$ cat src/rtl/sram_arb.sv
// sram_arb: two-master arbiter in front of a single-port word RAM.
// Round-robin between masters, with an optional lock that gives one master
// exclusive use of the RAM. The lock is bounded: a competing master that keeps
// requesting for LOCK_MAX cycles breaks it, and the former owner may not
// re-lock until it has dropped its lock request once.
module sram_arb #(
  parameter int ADDR_W   = 16,
  parameter int LOCK_MAX = 16
) (
  input  logic              clk,
  input  logic              rst_n,
  // master 0
  input  logic              m0_req,
  input  logic              m0_lock,
  input  logic              m0_we,
  input  logic [3:0]        m0_wem,
  input  logic [ADDR_W-1:0] m0_addr,
  input  logic [31:0]       m0_wdata,
  output logic              m0_gnt,
  output logic              m0_rvalid,
  output logic [31:0]       m0_rdata,
  // master 1
  input  logic              m1_req,
  input  logic              m1_lock,
  input  logic              m1_we,
  input  logic [3:0]        m1_wem,
  input  logic [ADDR_W-1:0] m1_addr,
  input  logic [31:0]       m1_wdata,
  output logic              m1_gnt,
  output logic              m1_rvalid,
  output logic [31:0]       m1_rdata,
  // shared RAM port
  output logic              ram_en,
  output logic              ram_we,
  output logic [3:0]        ram_wem,
  output logic [ADDR_W-1:0] ram_addr,
  output logic [31:0]       ram_din,
  input  logic [31:0]       ram_dout
);

  typedef enum logic [1:0] {
    IDLE  = 2'd0,
    LOCK0 = 2'd1,
    LOCK1 = 2'd2
  } state_e;

  localparam int CNT_W = $clog2(LOCK_MAX + 1);

  state_e             state_q, state_d;
  logic               last_q, last_d;      // index of the most recently granted master
  logic [CNT_W-1:0]   cnt_q, cnt_d;        // cycles the non-owner has been held off
  logic [1:0]         inh_q, inh_d;        // per master: lock ignored until lock seen low
  logic [1:0]         rvalid_q, rvalid_d;

  logic [1:0] req, lock, we, gnt;
  state_e     state_eff;
  logic       owner;
  logic       arb_idle;

  assign req  = {m1_req, m0_req};
  assign lock = {m1_lock, m0_lock};
  assign we   = {m1_we, m0_we};

  // Arbitration and next-state: a held lock either keeps the owner exclusive or
  // is broken by the starvation counter; otherwise plain round-robin applies.
  always_comb begin
    // NOTE: every signal assigned here gets a default first, so no path leaves
    // a value unassigned and no latch is inferred.
    state_d  = state_q;
    last_d   = last_q;
    cnt_d    = cnt_q;
    inh_d    = inh_q & lock;
    gnt      = '0;
    arb_idle = 1'b1;

    // While reset is asserted the grant logic still runs, as if idle.
    state_eff = rst_n ? state_q : IDLE;
    owner     = (state_eff == LOCK1);

    if (state_eff != IDLE && lock[owner]) begin
      arb_idle = 1'b0;
      if (req[~owner] && cnt_q == CNT_W'(LOCK_MAX - 1)) begin
        // Starvation limit hit: hand this cycle to the waiting master.
        gnt[~owner]  = 1'b1;
        state_d      = IDLE;
        cnt_d        = '0;
        inh_d[owner] = 1'b1;
      end else begin
        gnt[owner] = req[owner];
        cnt_d      = req[~owner] ? cnt_q + CNT_W'(1) : '0;
      end
    end

    // Idle rules, also used in the cycle an owner releases its lock.
    if (arb_idle) begin
      state_d = IDLE;
      if (req == 2'b11) gnt[~last_q] = 1'b1;
      else              gnt          = req;
      if (gnt[0] && lock[0] && !inh_q[0]) begin
        state_d = LOCK0;
        cnt_d   = '0;
      end
      if (gnt[1] && lock[1] && !inh_q[1]) begin
        state_d = LOCK1;
        cnt_d   = '0;
      end
    end

    if (gnt[0]) last_d = 1'b0;
    if (gnt[1]) last_d = 1'b1;

    rvalid_d = gnt & ~we;
  end

  // State registers; reset also cancels a read granted in the reset cycle.
  always_ff @(posedge clk) begin
    // NOTE: sequential state uses non-blocking assignments so every flop
    // samples the pre-edge values regardless of statement order.
    if (!rst_n) begin
      state_q  <= IDLE;
      last_q   <= 1'b1;
      cnt_q    <= '0;
      inh_q    <= '0;
      rvalid_q <= '0;
    end else begin
      state_q  <= state_d;
      last_q   <= last_d;
      cnt_q    <= cnt_d;
      inh_q    <= inh_d;
      rvalid_q <= rvalid_d;
    end
  end

  // RAM command mux: the granted master's fields, all zero without a grant.
  always_comb begin
    ram_en   = 1'b0;
    ram_we   = 1'b0;
    ram_wem  = '0;
    ram_addr = '0;
    ram_din  = '0;
    if (gnt[0]) begin
      ram_en   = 1'b1;
      ram_we   = m0_we;
      ram_wem  = m0_wem;
      ram_addr = m0_addr;
      ram_din  = m0_wdata;
    end else if (gnt[1]) begin
      ram_en   = 1'b1;
      ram_we   = m1_we;
      ram_wem  = m1_wem;
      ram_addr = m1_addr;
      ram_din  = m1_wdata;
    end
  end

  assign m0_gnt    = gnt[0];
  assign m1_gnt    = gnt[1];
  assign m0_rvalid = rvalid_q[0];
  assign m1_rvalid = rvalid_q[1];
  assign m0_rdata  = ram_dout;
  assign m1_rdata  = ram_dout;

endmodule

$ cat config.mk
export PLATFORM = sky130hd
export DESIGN_NAME = sram_arb
export DESIGN_NICKNAME = d
export VERILOG_FILES = /design/src/rtl/sram_arb.sv
export SDC_FILE = /design/constraint.sdc
export NUM_CORES = 1
export LEC_CHECK = 0
export BUFFER_PORTS_ARGS = -buffer_cell sky130_fd_sc_hd__buf_4
export CAP_MARGIN = 20
export CORE_AREA = 8 8 96 98
export CTS_BUF_LIST = sky130_fd_sc_hd__clkbuf_8
export DETAILED_ROUTE_END_ITERATION = 16
export DIE_AREA = 0 0 104 106
export MAX_ROUTING_LAYER = met4
export PLACE_DENSITY = 0.72
export SETUP_SLACK_MARGIN = 0.5
export SYNTH_ARGS = -nofsm -noshare
export SYNTH_HDL_FRONTEND = slang
export SYNTH_SLANG_ARGS = --single-unit
$ cat constraint.sdc
create_clock -name clk -period 4.7 [get_ports clk]
set_input_delay 0.235 -clock clk [delete_from_list [all_inputs] [get_ports clk]]
set_output_delay 0.235 -clock clk [all_outputs]
set_load 0.02 [all_outputs]
==> impl_metrics.ini <==
[yosys]
post_synth_fa_ha_maj_area_fraction_pct = 1.433
synth_cell_types = 40
synth_top_area_share_pct = 29.66
synth_top_flop_cell = dfxtp_1
synthTopCellsByArea = buf_4 (30%), a22o_1 (28%), dfxtp_1 (14%), buf_6 (1.9%), buf_2 (1.7%)
synth-compound-area-share_pct = 34.03
ys_ff_latch = 12
synthSimpleGateAreaFrac_pct = 13.54
synth_top_family_by_area = buffers and inverters
async_reset_ff_share_pct = 0
syn-cell-area_um2 = 1747
yosysWarnings = 0
synth-xor-area-share_pct = 0
syn-num-nets = 352
yosysTopAreaCell = buf_4
synthMuxAreaShare_pct = 2.436
synthCells = 206
ys_seq_area_share_pct = 13.75
synth.avg_cell_area_um2 = 8.479
synth_edf_count = 0

[floorplanning]
die_area_um2 = 11020
fp-row-count = 33
die_w_um = 104
die_h_um = 106
io_pins = 266
core-area_um2 = 7845
initial_core_util_pct = 22.26

[timing]
slew_violations = 0
rsz0062_at_grt = no
fin_setup_tns_ns = 0
relSlewSlack_pct = 47.78
hold_violations = 0
setup_violations = 0
skew_ns = 0.002531
max_freq_mhz = 299.8
finalCriticalPeriod_ns = 3.336
worst_pin_slew_ns = 0.7809
hold_slack_ns = 0.1717
period_share_pct = 70.97

[cts]
cts_sinks = 12
post_cts_buffers = 0
cts_hold_buffers = 0
cts_resized = 0
htreeDepth = 1
cts_inserted_buffers = 3
cts-root-buf = clkbuf_8
clkTransAtPathRegs_ns = 0.05
clock_path_buffers = 2
cts_tree = yes
clock_latency_ns = 0.24

[detailed_routing]
ant_nets = 0
wl_um = 7651
via_per_inst = 4.604
drt_iter0_drc = 73
first_pass_iters = 4
drc = 0
vias = 1874
wl_per_cell_um = 18.80

[power_and_ir_drop]
p_per_area_nw_per_um2 = 198.8
power.leakage_nw = 1.379
ir_worst_vdd_v = 0.0001044

[hold_path]
min-delay-start = m1_we
hp-class = primary input to register

[placement]
dp.cells = 403
io_buffers = 169
dp_hpwl_um = 6469
gp_congestion = 0.8296

[setup_path]
critPathCaptureType = primary output
crit_path_top_delay_cell = a211oi_4
regToRegStartpoint = cnt_q[0]$_SDFF_PN0_
cp.arrival_ns = 3.10
crit_start = cnt_q[0]$_SDFF_PN0_
critical_path_class = register to primary output
crit_chain = ha_1, and3_1, ha_1, nand2_1, o22ai_1, a211oi_4, buf_4, a22o_1, buf_4
startpoint_type = register
path_max_fanout = 39
slowest_delay_ns = 0.70
critPathRequiredTime_ns = 4.47

[final_layout]
nNetsFinal = 449
drive_gt1_share_pct = 60.60
insertedDiodeCount = 0
layoutNonFillerInstCount = 407
area_delta_synth_final_pct = 51.72

[global_routing]
grt_overflow = 0
grt_max_degree = 40
grt_antenna_before_repair = 0
grt_pass1_vias = 1915
grtUsageTotal_pct = 12.64
grt_first_pass_wirelength_um = 11300

[status]
status = finished clean

[run]
drv_cap = 0
-- power by group --
part / total, W / internal (W) / switching (W)
logic: 0.000308 / 0.000160 / 0.000148
registers: 0.000107 / 0.000104 / 0.00000302
clock network: 0.000112 / 0.0000740 / 0.0000379
total: 0.000527 / 0.000338 / 0.000189
-- layout make-up --
cell class / instances / area [um2]
sequential: 12 / 240.2
multi-input combinational: 109 / 917.1
fill: 828 / 5195
tap: 105 / 131.4
timing repair buffer: 171 / 1284
clock buffer: 4 / 55.05
inverter: 6 / 22.52
-- state kept, by name, indices dropped and copies added (netlist names) --
name / cells
cnt_q: 5
inh_q: 2
last_q: 1
rvalid_q: 2
state_q: 2
-- synth_stat cells (2+ instances only) --
cell,number
buf_2,6
buf_6,3
nand2b_1,4
nor4_1,2
buf_4,69
mux2i_1,2
dfxtp_1,12
nor3b_1,2
nand3_1,4
nand4_1,2
mux2_2,2
ha_1,2
nand2_1,4
a22o_1,55
a221o_1,2
o21ai_0,3
nor2b_1,4
inv_1,6
-- worst max-delay path: cells and delay by family, from the launching register on --
family                   cells  cell delay (ns)
flip-flops                   1             0.34
adder cells (fa/ha/maj)      2             0.51
AND/OR/NAND/NOR              2             0.32
buffers and inverters        2             0.64
AO/OA/AOI/OAI                3             1.04
-- layer usage --
| layer | share of wire (%) | track usage [%] | vias to the layer above |
|---|---|---|---|
| met3 | 11 | 5.203 | 4 |
| li1 | - | - | 894 |
| met2 | 52 | 22.04 | 119 |
| met1 | 37 | 13.42 | 857 |
| met5 | 0 | - | - |
| met4 | 0.38 | 1.861 | 0 |
-- final timing paths --
| path | end | slack (ns) | depth (start not counted) |
|---|---|---|---|
| setup / recovery | ram_din[22] | 1.36 | 9 |
| hold / removal | rvalid_q[1]$_SDFF_PN0_ | 0.17 | 2 |
| setup reg to reg | rvalid_q[1]$_SDFF_PN0_ | 1.91 | 8 |
| hold reg to reg | inh_q[1]$_SDFF_PN0_ | 0.49 | 1 |
-- cells in the final DEF, fill, tap and decap left out, types with 2 or more instances in the layout --
cell,instances
buf_4,171
a22o_1,55
dfxtp_1,12
inv_1,6
nand2_1,4
nand3_1,4
nor2b_1,4
nand2b_1,4
clkbuf_8,4
o21ai_0,3
nand4_1,2
mux2i_1,2
nor3b_1,2
nor4_1,2
a221o_1,2
mux2_2,2
ha_1,2
-- cell families (layout without fill, tap and decap cells) --
| kind of cell | after synthesis | after routing |
|---|---|---|
| buf+inv | 85 | 181 |
| compound gates | 70 | 70 |
| simple gates | 33 | 33 |
| mux | 4 | 4 |
| flops | 12 | 12 |
| fa+ha+maj | 2 | 2 |
-- through the flow --
stage / setup WS, ns / util [%] / power (W) / instance area [um2]
2_1_floorplan: 2.462 / - / 0.0003389 / 1747
3_3_place_gp: 1.678 / 33.08 / 0.0004153 / 2595
3_5_place_dp: 1.630 / 33.08 / 0.0004186 / 2595
4_1_cts: 1.353 / 33.78 / 0.0005321 / 2650
5_1_grt: 1.151 / 33.78 / 0.0005518 / 2650
6_report: 1.364 / 33.78 / 0.0005269 / 2650
(Power assumes the default switching activity.)
